## src/rtl/mem_port_arbiter.sv

```systemverilog
// Two-requester (instruction fetch / load-store) arbiter for a single memory port.
// Round-robin on ties, alignment checking, and a bounded wait for mem_ready.
module mem_port_arbiter #(
  parameter int unsigned ADDR_W  = 32,
  parameter int unsigned DATA_W  = 32,
  parameter int unsigned TIMEOUT = 15
) (
  input  logic              clk,
  input  logic              rst,
  input  logic              if_req,
  input  logic [ADDR_W-1:0] if_addr,
  output logic              if_gnt,
  output logic              if_done,
  output logic [DATA_W-1:0] if_rdata,
  input  logic              ls_req,
  input  logic              ls_we,
  input  logic [2:0]        ls_funct3,
  input  logic [ADDR_W-1:0] ls_addr,
  input  logic [DATA_W-1:0] ls_wdata,
  output logic              ls_gnt,
  output logic              ls_done,
  output logic [DATA_W-1:0] ls_rdata,
  output logic              mem_req,
  output logic              mem_we,
  output logic [2:0]        mem_funct3,
  output logic [ADDR_W-1:0] mem_addr,
  output logic [DATA_W-1:0] mem_wdata,
  input  logic              mem_ready,
  input  logic [DATA_W-1:0] mem_rdata,
  output logic              err,
  output logic              busy
);

  localparam int unsigned CNT_W     = (TIMEOUT > 0) ? $clog2(TIMEOUT + 1) : 1;
  localparam int unsigned TIMEOUT_M = (TIMEOUT > 0) ? TIMEOUT - 1 : 0;

  typedef enum logic [1:0] {
    IDLE   = 2'd0,
    MEM_IF = 2'd1,
    MEM_LS = 2'd2,
    DONE   = 2'd3
  } state_t;

  state_t             state, state_nx;
  logic               last_ls, last_ls_nx;
  logic [CNT_W-1:0]   cnt, cnt_nx;
  logic               mis, mis_nx;

  logic               if_gnt_nx, ls_gnt_nx, if_done_nx, ls_done_nx, err_nx, busy_nx;
  logic [DATA_W-1:0]  if_rdata_nx, ls_rdata_nx;
  logic               mem_req_nx, mem_we_nx;
  logic [2:0]         mem_funct3_nx;
  logic [ADDR_W-1:0]  mem_addr_nx;
  logic [DATA_W-1:0]  mem_wdata_nx;

  logic               pick_ls_c, if_mis_c, ls_mis_c;
  logic               fin_c, fin_err_c;
  logic [DATA_W-1:0]  fin_data_c;

  // Alignment: funct3[1:0] encodes size (byte / half / word)
  always_comb begin
    if_mis_c = (if_addr[1:0] != 2'b00);
    case (ls_funct3[1:0])
      2'b00:   ls_mis_c = 1'b0;
      2'b01:   ls_mis_c = ls_addr[0];
      default: ls_mis_c = (ls_addr[1:0] != 2'b00);
    endcase
  end

  // LS wins when alone, or on a tie when IF was served last
  assign pick_ls_c = ls_req && (!if_req || !last_ls);

  always_comb begin
    state_nx      = state;
    last_ls_nx    = last_ls;
    cnt_nx        = cnt;
    mis_nx        = mis;
    if_gnt_nx     = 1'b0;
    ls_gnt_nx     = 1'b0;
    if_done_nx    = 1'b0;
    ls_done_nx    = 1'b0;
    err_nx        = 1'b0;
    if_rdata_nx   = if_rdata;
    ls_rdata_nx   = ls_rdata;
    mem_req_nx    = 1'b0;
    mem_we_nx     = 1'b0;
    mem_funct3_nx = 3'b000;
    mem_addr_nx   = '0;
    mem_wdata_nx  = '0;
    fin_c         = 1'b0;
    fin_err_c     = 1'b0;
    fin_data_c    = '0;

    case (state)
      IDLE: begin
        if (if_req || ls_req) begin
          cnt_nx = '0;
          if (pick_ls_c) begin
            state_nx   = MEM_LS;
            ls_gnt_nx  = 1'b1;
            last_ls_nx = 1'b1;
            mis_nx     = ls_mis_c;
            if (!ls_mis_c) begin
              mem_req_nx    = 1'b1;
              mem_we_nx     = ls_we;
              mem_funct3_nx = ls_funct3;
              mem_addr_nx   = ls_addr;
              mem_wdata_nx  = ls_wdata;
            end
          end else begin
            state_nx   = MEM_IF;
            if_gnt_nx  = 1'b1;
            last_ls_nx = 1'b0;
            mis_nx     = if_mis_c;
            if (!if_mis_c) begin
              mem_req_nx    = 1'b1;
              mem_funct3_nx = 3'b010;
              mem_addr_nx   = if_addr;
            end
          end
        end
      end

      MEM_IF, MEM_LS: begin
        if (mis) begin
          fin_c     = 1'b1;
          fin_err_c = 1'b1;
        end else if (mem_ready) begin
          fin_c      = 1'b1;
          fin_data_c = mem_rdata;
        end else if (cnt == CNT_W'(TIMEOUT_M)) begin
          fin_c     = 1'b1;
          fin_err_c = 1'b1;
        end else begin
          cnt_nx        = cnt + CNT_W'(1);
          mem_req_nx    = mem_req;
          mem_we_nx     = mem_we;
          mem_funct3_nx = mem_funct3;
          mem_addr_nx   = mem_addr;
          mem_wdata_nx  = mem_wdata;
        end

        if (fin_c) begin
          state_nx = DONE;
          cnt_nx   = '0;
          err_nx   = fin_err_c;
          if (state == MEM_LS) begin
            ls_done_nx  = 1'b1;
            ls_rdata_nx = fin_data_c;
          end else begin
            if_done_nx  = 1'b1;
            if_rdata_nx = fin_data_c;
          end
        end
      end

      default: begin
        state_nx = IDLE;
        cnt_nx   = '0;
      end
    endcase

    busy_nx = (state_nx != IDLE);
  end

  always_ff @(posedge clk) begin
    if (rst) begin
      state      <= IDLE;
      last_ls    <= 1'b0;
      cnt        <= '0;
      mis        <= 1'b0;
      if_gnt     <= 1'b0;
      ls_gnt     <= 1'b0;
      if_done    <= 1'b0;
      ls_done    <= 1'b0;
      err        <= 1'b0;
      busy       <= 1'b0;
      if_rdata   <= '0;
      ls_rdata   <= '0;
      mem_req    <= 1'b0;
      mem_we     <= 1'b0;
      mem_funct3 <= 3'b000;
      mem_addr   <= '0;
      mem_wdata  <= '0;
    end else begin
      state      <= state_nx;
      last_ls    <= last_ls_nx;
      cnt        <= cnt_nx;
      mis        <= mis_nx;
      if_gnt     <= if_gnt_nx;
      ls_gnt     <= ls_gnt_nx;
      if_done    <= if_done_nx;
      ls_done    <= ls_done_nx;
      err        <= err_nx;
      busy       <= busy_nx;
      if_rdata   <= if_rdata_nx;
      ls_rdata   <= ls_rdata_nx;
      mem_req    <= mem_req_nx;
      mem_we     <= mem_we_nx;
      mem_funct3 <= mem_funct3_nx;
      mem_addr   <= mem_addr_nx;
      mem_wdata  <= mem_wdata_nx;
    end
  end

endmodule

```

## config.mk

```make
export PLATFORM = sky130hd
export DESIGN_NAME = mem_port_arbiter
export DESIGN_NICKNAME = d
export VERILOG_FILES = /design/src/rtl/mem_port_arbiter.sv
export SDC_FILE = /design/constraint.sdc
export NUM_CORES = 1
export LEC_CHECK = 0
export BUFFER_PORTS_ARGS = -buffer_cell sky130_fd_sc_hd__buf_2
export CORE_MARGIN = 4
export CORE_UTILIZATION = 34
export DETAILED_ROUTE_END_ITERATION = 7
export SYNTH_ARGS = -nofsm -noshare
export SYNTH_HDL_FRONTEND = slang
export SYNTH_SLANG_ARGS = --single-unit
```

## constraint.sdc

```tcl
create_clock -name clk -period 5.5 [get_ports clk]
set_input_delay 0.55 -clock clk [delete_from_list [all_inputs] [get_ports clk]]
set_output_delay 0.55 -clock clk [all_outputs]
set_load 0.01 [all_outputs]
```

==> impl_metrics.env, run 1 <==
export IMPL_powerDensity_nw_per_um2=457
export IMPL_async_flop_share_pct=0
export IMPL_fmax_mhz=382
export IMPL_hold_viol_final=0
export IMPL_synth_seq_cells=147
export IMPL_rr_startpoint="last_ls$_SDFFE_PP0P_"
export IMPL_leakage_nw=3.54
export IMPL_clock_skew_ns=0.00723
export IMPL_ir_worst_vdd_mv=0.225
export IMPL_portBuffers=275
export IMPL_std_cell_rows=48
export IMPL_start_util_pct=34.8
export IMPL_routed_wl_mm=19.2
export IMPL_cts_resized=0
export IMPL_place_hpwl_mm=13.2
export IMPL_drv_cap=0
export IMPL_vias_per_cell=5.05
export IMPL_cts_made_buffers=17
export IMPL_critPathCaptureType="flip-flop"
export IMPL_path_class="reg2reg"
export IMPL_nets=1086
export IMPL_run_status="finished clean"
export IMPL_postCtsSetupRepairBufs=0
export IMPL_synthFlopType="dfxtp_1"
export IMPL_hold_buffers=0
export IMPL_placed_area_um2=7520
export IMPL_worst_pin_slew_ns=1.11
export IMPL_htreeDepth=4
export IMPL_worstPathMaxFanout=23
export IMPL_first_pass_iters=4
export IMPL_clk_pin_slew_ns=0.06
export IMPL_area_delta_synth_final_pct=34.6
export IMPL_clk_latency_ns=0.41
export IMPL_rsz0062_at_grt="false"
export IMPL_grt_util_all_layers_pct=18.5
export IMPL_cp_required_ns=5.76
export IMPL_final_cell_area_um2=8170
export IMPL_drt_iter0_markers=301
export IMPL_grt_start_max_net_pins=75
export IMPL_dp_cells=1150
export IMPL_maxSlewHeadroom_pct=25.9
export IMPL_die_height_um=142
export IMPL_fin_cells=1183
export IMPL_cts_max_path_buffers=2
export IMPL_cts_tree="built"
export IMPL_cp_arrival_ns=2.88
export IMPL_die_area_um2=20000
export IMPL_synth_area_top_cells="dfxtp_1 48%, nand2_1 9.2%, a21oi_1 6.4%, nand3_2 4.9%, a21oi_2 4.5%"
export IMPL_ys_seq_area_share_pct=48.5
export IMPL_ys_warn_count=0
export IMPL_setup_viol=0
export IMPL_fin_crit_sh_pct=47.6
export IMPL_drc=0
export IMPL_gp_congestion=0.798
export IMPL_ant_nets=0
export IMPL_synth_edf_count=0
export IMPL_pin_count=276
export IMPL_fin_tns_setup_ns=0
export IMPL_synth_cell_type_count=44
export IMPL_syn_area_um2=6070
export IMPL_crit_start="last_ls$_SDFFE_PP0P_"
export IMPL_synth_fp_nets=846
export IMPL_drive_gt1_share_pct=40.3
export IMPL_fp_dieW_um=142
export IMPL_critPathLaunchType="flip-flop"
export IMPL_cts_sinks=147
export IMPL_vias=5977
export IMPL_synth_top_area_cell="dfxtp_1"
export IMPL_period_minus_slack_ns=2.62
export IMPL_grt_antenna_before_repair=1
export IMPL_fp_coreArea_um2=17400
export IMPL_slew_viol_final=0
export IMPL_wl_per_cell_um=16.2
export IMPL_synth_area_per_cell_um2=8.62
export IMPL_yosysTopAreaCellShare_pct=48.5
export IMPL_overflow=0
export IMPL_grt_pass1_vias=5613
export IMPL_grt_pass1_wl_mm=29.8
export IMPL_clock_root_buffer="clkbuf_16"
export IMPL_synthCells=704
export IMPL_worst_hold_path_type="in2reg"
export IMPL_hold_start="ls_wdata[6]"
-- report_power, final --
group          leakage (nW)  internal (mW)  switching [mW]
sequential             1.19           1.22          0.0849
combinational          2.04          0.374           0.794
clock                 0.308          0.802           0.454
total                  3.54           2.40            1.33
-- placed cells by master (no fill, tap or decap), drive strengths merged, types with 2 or more instances in the layout --
master / n
and3: 15
and2: 2
nor3: 5
dfxtp: 147
nor3b: 5
o21a: 2
ha: 5
a22o: 2
o21ai: 8
a22oi: 12
or2: 2
nor2b: 3
inv: 8
nand3: 70
a21oi: 108
nor2: 22
bufinv: 4
nand4: 32
clkbuf: 22
clkinv: 2
nor4: 15
nand2: 148
buf: 286
o2bb2ai: 11
clkinvlp: 2
a311oi: 2
or3: 3
a32o: 5
-- metal layers --
layer / vias to the layer above / track usage, % / part of all wire [%]
li1: 2951 / - / -
met1: 2741 / 23.8 / 43
met2: 261 / 29.7 / 47
met3: 24 / 5.26 / 8.4
met4: 0 / 6.52 / 1.9
met5: - / 0 / 0
-- worst max-delay path, stage by stage, from the launching register on --
cell,delay (ns)
dfxtp_1,0.35
a21boi_2,0.81
o21ai_1,0.45
a21oi_2,0.72
nor4_1,0.13
-- Yosys cell counts, types with 8 or more instances --
master and count:
buf_2 8, nand3_2 30, clkbuf_1 47, nor2_1 21
a22oi_1 12, nand4_1 32, nand3_1 40, a21oi_2 31
nand2_1 148, nor4_1 14, dfxtp_1 147, and3_1 15
a21oi_1 77, o2bb2ai_1 11
-- flip-flops by register name, indices dropped and copies added, names as in the netlist, 2 cells and up --
name and cells:
state 2, cnt 4, mem_funct3 3, mem_addr 32
ls_rdata 32, if_rdata 32, mem_wdata 32
-- layout make-up --
| cell class | instances | area (um^2) |
|---|---|---|
| Fill cell | 1751 | 9250 |
| Sequential cell | 147 | 2940 |
| Multi-Input combinational cell | 486 | 2810 |
| Timing Repair Buffer | 286 | 1460 |
| Clock buffer | 22 | 474 |
| Tap cell | 225 | 282 |
| Clock inverter | 10 | 170 |
| Inverter | 6 | 22.5 |
| Antenna cell | 1 | 2.50 |
-- metrics by stage --
stage	hold slack [ns]	worst slack (ns)	power [mW]	util, %
after detailed placement	0.445	2.54	2.51	43.2
after global placement	0.437	2.59	2.50	43.2
final	0.377	2.88	3.73	46.9
after global routing	0.361	2.70	3.95	46.9
after CTS	0.356	2.87	3.78	46.9
after floorplan	0.470	3.59	2.11	-
-- logic make-up (layout without fill, tap and decap cells) --
family,Yosys count,count (layout),share of synthesized area [%]
adder cells (fa/ha/maj),5,5,1.03
buffers and inverters,71,324,5.42
AND/OR/NAND/NOR,325,325,27.9
other,0,1,0
AO/OA/AOI/OAI,156,156,17.1
flip-flops,147,147,48.5
-- final timing paths --
check	cells after the start	to	slack, ns
setup / recovery	4	mem_addr[13]$_SDFFE_PP0P_	2.88
hold / removal	3	mem_wdata[6]$_SDFFE_PP0P_	0.38
setup reg to reg	4	mem_addr[13]$_SDFFE_PP0P_	2.88
hold reg to reg	2	ls_rdata[30]$_SDFFE_PP0P_	0.45
(Power assumes the default switching activity.)
==> run 2, diff against run 1 <==
Settings changed: ABC_AREA from default to 1.
Clock period 5.5 ns to 2.5 ns, I/O delays scaled along.
==> run 2 against run 1 <==
Net effect:
- final area grew 4.5%
- sequential power up 140%
- final cell count up 18%
- setup slack got worse by 2.3 ns
- die area grew 5.6%
- first-iteration DRC count grew 18%
- global-route usage is 0.86 points higher
- flip-flop and latch count stayed put
- clock power rose by 130%
- combinational power rose to 2.6 times the previous value
- largest cell class unchanged
- highest routed layer is now met5
==> impl_metrics.env, run 2 <==
export IMPL_run_status="finished clean"
export IMPL_fmax_mhz=521
export IMPL_whs_ns=0.0889
export IMPL_synth_most_common_cell="nand2_1"
export IMPL_hold_start="ls_wdata[6]"
export IMPL_synth_fp_nets=1057
export IMPL_htreeDepth=4
export IMPL_synth_seq_cells=147
export IMPL_cts_max_path_buffers=2
export IMPL_synth_area_per_cell_um2=7.03
export IMPL_die_area_um2=21200
export IMPL_cts_resized=0
export IMPL_layout_commonest_cell="buf_2"
export IMPL_gp_congestion=0.832
export IMPL_cp_arrival_ns=2.27
export IMPL_ir_worst_vdd_mv=0.534
export IMPL_ys_warn_count=0
export IMPL_pin_count=276
export IMPL_synth_compound_area_share_pct=15.7
export IMPL_clk_latency_ns=0.42
export IMPL_fp_dieW_um=146
export IMPL_cts_tree="built"
export IMPL_worst_hold_path_type="in2reg"
export IMPL_dp_cells=1368
export IMPL_hold_viol_final=0
export IMPL_hold_buffers=0
export IMPL_grt_pass1_wl_mm=33.4
export IMPL_overflow=0
export IMPL_area_delta_synth_final_pct=32.7
export IMPL_nets=1295
export IMPL_fin_crit_sh_pct=76.8
export IMPL_postCtsSetupRepairBufs=0
export IMPL_first_pass_iters=7
export IMPL_critPathCaptureType="flip-flop"
export IMPL_drv_cap=0
export IMPL_setup_viol=0
export IMPL_worstPathMaxFanout=16
export IMPL_critPathLaunchType="flip-flop"
export IMPL_wl_per_cell_um=15.1
export IMPL_syn_area_um2=6430
export IMPL_rsz0062_at_grt="false"
export IMPL_synth_mux_area_share_pct=0
export IMPL_multiInputGateArea_um2=2880
export IMPL_ff_latch_area_um2=2940
export IMPL_period_minus_slack_ns=1.92
export IMPL_maxSlewHeadroom_pct=26.5
export IMPL_grt_antenna_before_repair=1
export IMPL_vias_per_cell=4.84
export IMPL_grt_util_all_layers_pct=19.3
export IMPL_synth_common_cells="205 x nand2_1, 147 x dfxtp_1, 115 x a21oi_1"
export IMPL_place_hpwl_mm=14.3
export IMPL_clk_pin_slew_ns=0.07
export IMPL_fin_tns_setup_ns=0
export IMPL_cp_required_ns=2.85
export IMPL_worst_pin_slew_ns=1.10
export IMPL_path_class="reg2reg"
export IMPL_portBuffers=275
export IMPL_synthCells=915
export IMPL_crit_start="state[0]$_SDFF_PP0_"
export IMPL_num_fill_cells=1976
export IMPL_routed_wl_mm=21.1
export IMPL_ant_nets=0
export IMPL_clock_skew_ns=0.00868
export IMPL_cts_made_buffers=17
export IMPL_fp_coreArea_um2=18600
export IMPL_drive_gt1_share_pct=29.0
export IMPL_std_cell_rows=50
export IMPL_synth_top_family_by_area="simple AND/OR/NAND/NOR gates"
export IMPL_drt_iter0_markers=356
export IMPL_grt_start_max_net_pins=88
export IMPL_rr_startpoint="state[0]$_SDFF_PP0_"
export IMPL_drc=0
export IMPL_synth_top_area_cell="dfxtp_1"
export IMPL_leakage_nw=4.14
export IMPL_ys_seq_area_share_pct=45.8
export IMPL_fin_cells=1400
export IMPL_synth_cell_type_count=23
export IMPL_yosys_area_share_xor_xnor_pct=0.409
export IMPL_synthFlopType="dfxtp_1"
export IMPL_start_util_pct=34.5
export IMPL_diodes=0
export IMPL_async_flop_share_pct=0
export IMPL_final_cell_mix="275 x buf_2, 204 x nand2_1, 147 x dfxtp_1"
export IMPL_slew_viol_final=0
export IMPL_synth_area_top_cells="dfxtp_1 46%, nand2_1 12%, a21oi_1 9.0%, nand3_1 7.7%, o21ai_0 6.7%"
export IMPL_synth_edf_count=0
export IMPL_post_synth_fa_ha_maj_area_fraction_pct=0.973
export IMPL_synthSimpleGateAreaFrac_pct=27.6
export IMPL_die_height_um=146
export IMPL_cts_sinks=147
export IMPL_clock_root_buffer="clkbuf_16"
export IMPL_yosysTopAreaCellShare_pct=45.8
export IMPL_grt_pass1_vias=6418
export IMPL_vias=6773
export IMPL_powerDensity_nw_per_um2=1060
[run 2: final timing paths]
kind,to,slack [ns],cells after the start
worst min register to register,if_rdata[30]$_SDFFE_PP0P_,0.46,2
worst max-delay path,mem_addr[1]$_SDFFE_PP0P_,0.58,7
worst min-delay path,mem_wdata[6]$_SDFFE_PP0P_,0.09,3
worst max register to register,mem_addr[1]$_SDFFE_PP0P_,0.58,7
[run 2: cell type report]
type / instances / share of cell area, %
flip-flops and latches: 147 / 34.5
multi-input cells: 633 / 33.8
repair buffers: 290 / 17.9
clock buffers: 20 / 5.23
well taps: 234 / 3.43
inverters: 64 / 2.81
clock inverters: 12 / 2.37
[run 2: kinds of logic after synthesis]
| family | Yosys count |
|---|---|
| fa+ha+maj | 5 |
| buf+inv | 135 |
| simple gates | 423 |
| xor+xnor | 3 |
| flops | 147 |
| compound gates | 202 |
[run 2: through the flow]
step           util (%)  power [mW]  setup WS, ns  area (um^2)
2_1_floorplan         -        5.21          1.01         6430
4_1_cts            45.8        9.19         0.571         8540
3_3_place_gp       42.3        6.29         0.623         7890
6_report           45.8        9.08         0.581         8540
3_5_place_dp       42.3        6.32         0.577         7890
5_1_grt            45.8        9.67         0.410         8540
[run 2: layer usage]
metal  global-route usage [%]  routed length, um
met5                        0                 12
met1                     22.8               8950
met2                     31.9               9640
met3                     8.28               2160
met4                     6.13                381
[run 2: power breakdown]
group / switching, mW / internal [mW]
Clock: 1.04 / 1.80
Sequential: 0.269 / 2.90
Combinational: 2.04 / 1.03
Total: 3.35 / 5.74
[run 2: worst max-delay path, cell delays in order, from the launching register on]
cell	delay, ns
dfxtp_1	0.35
inv_1	0.08
ha_1	0.40
inv_1	0.11
nor2_4	0.39
buf_4	0.30
nand2_1	0.07
a21oi_1	0.13
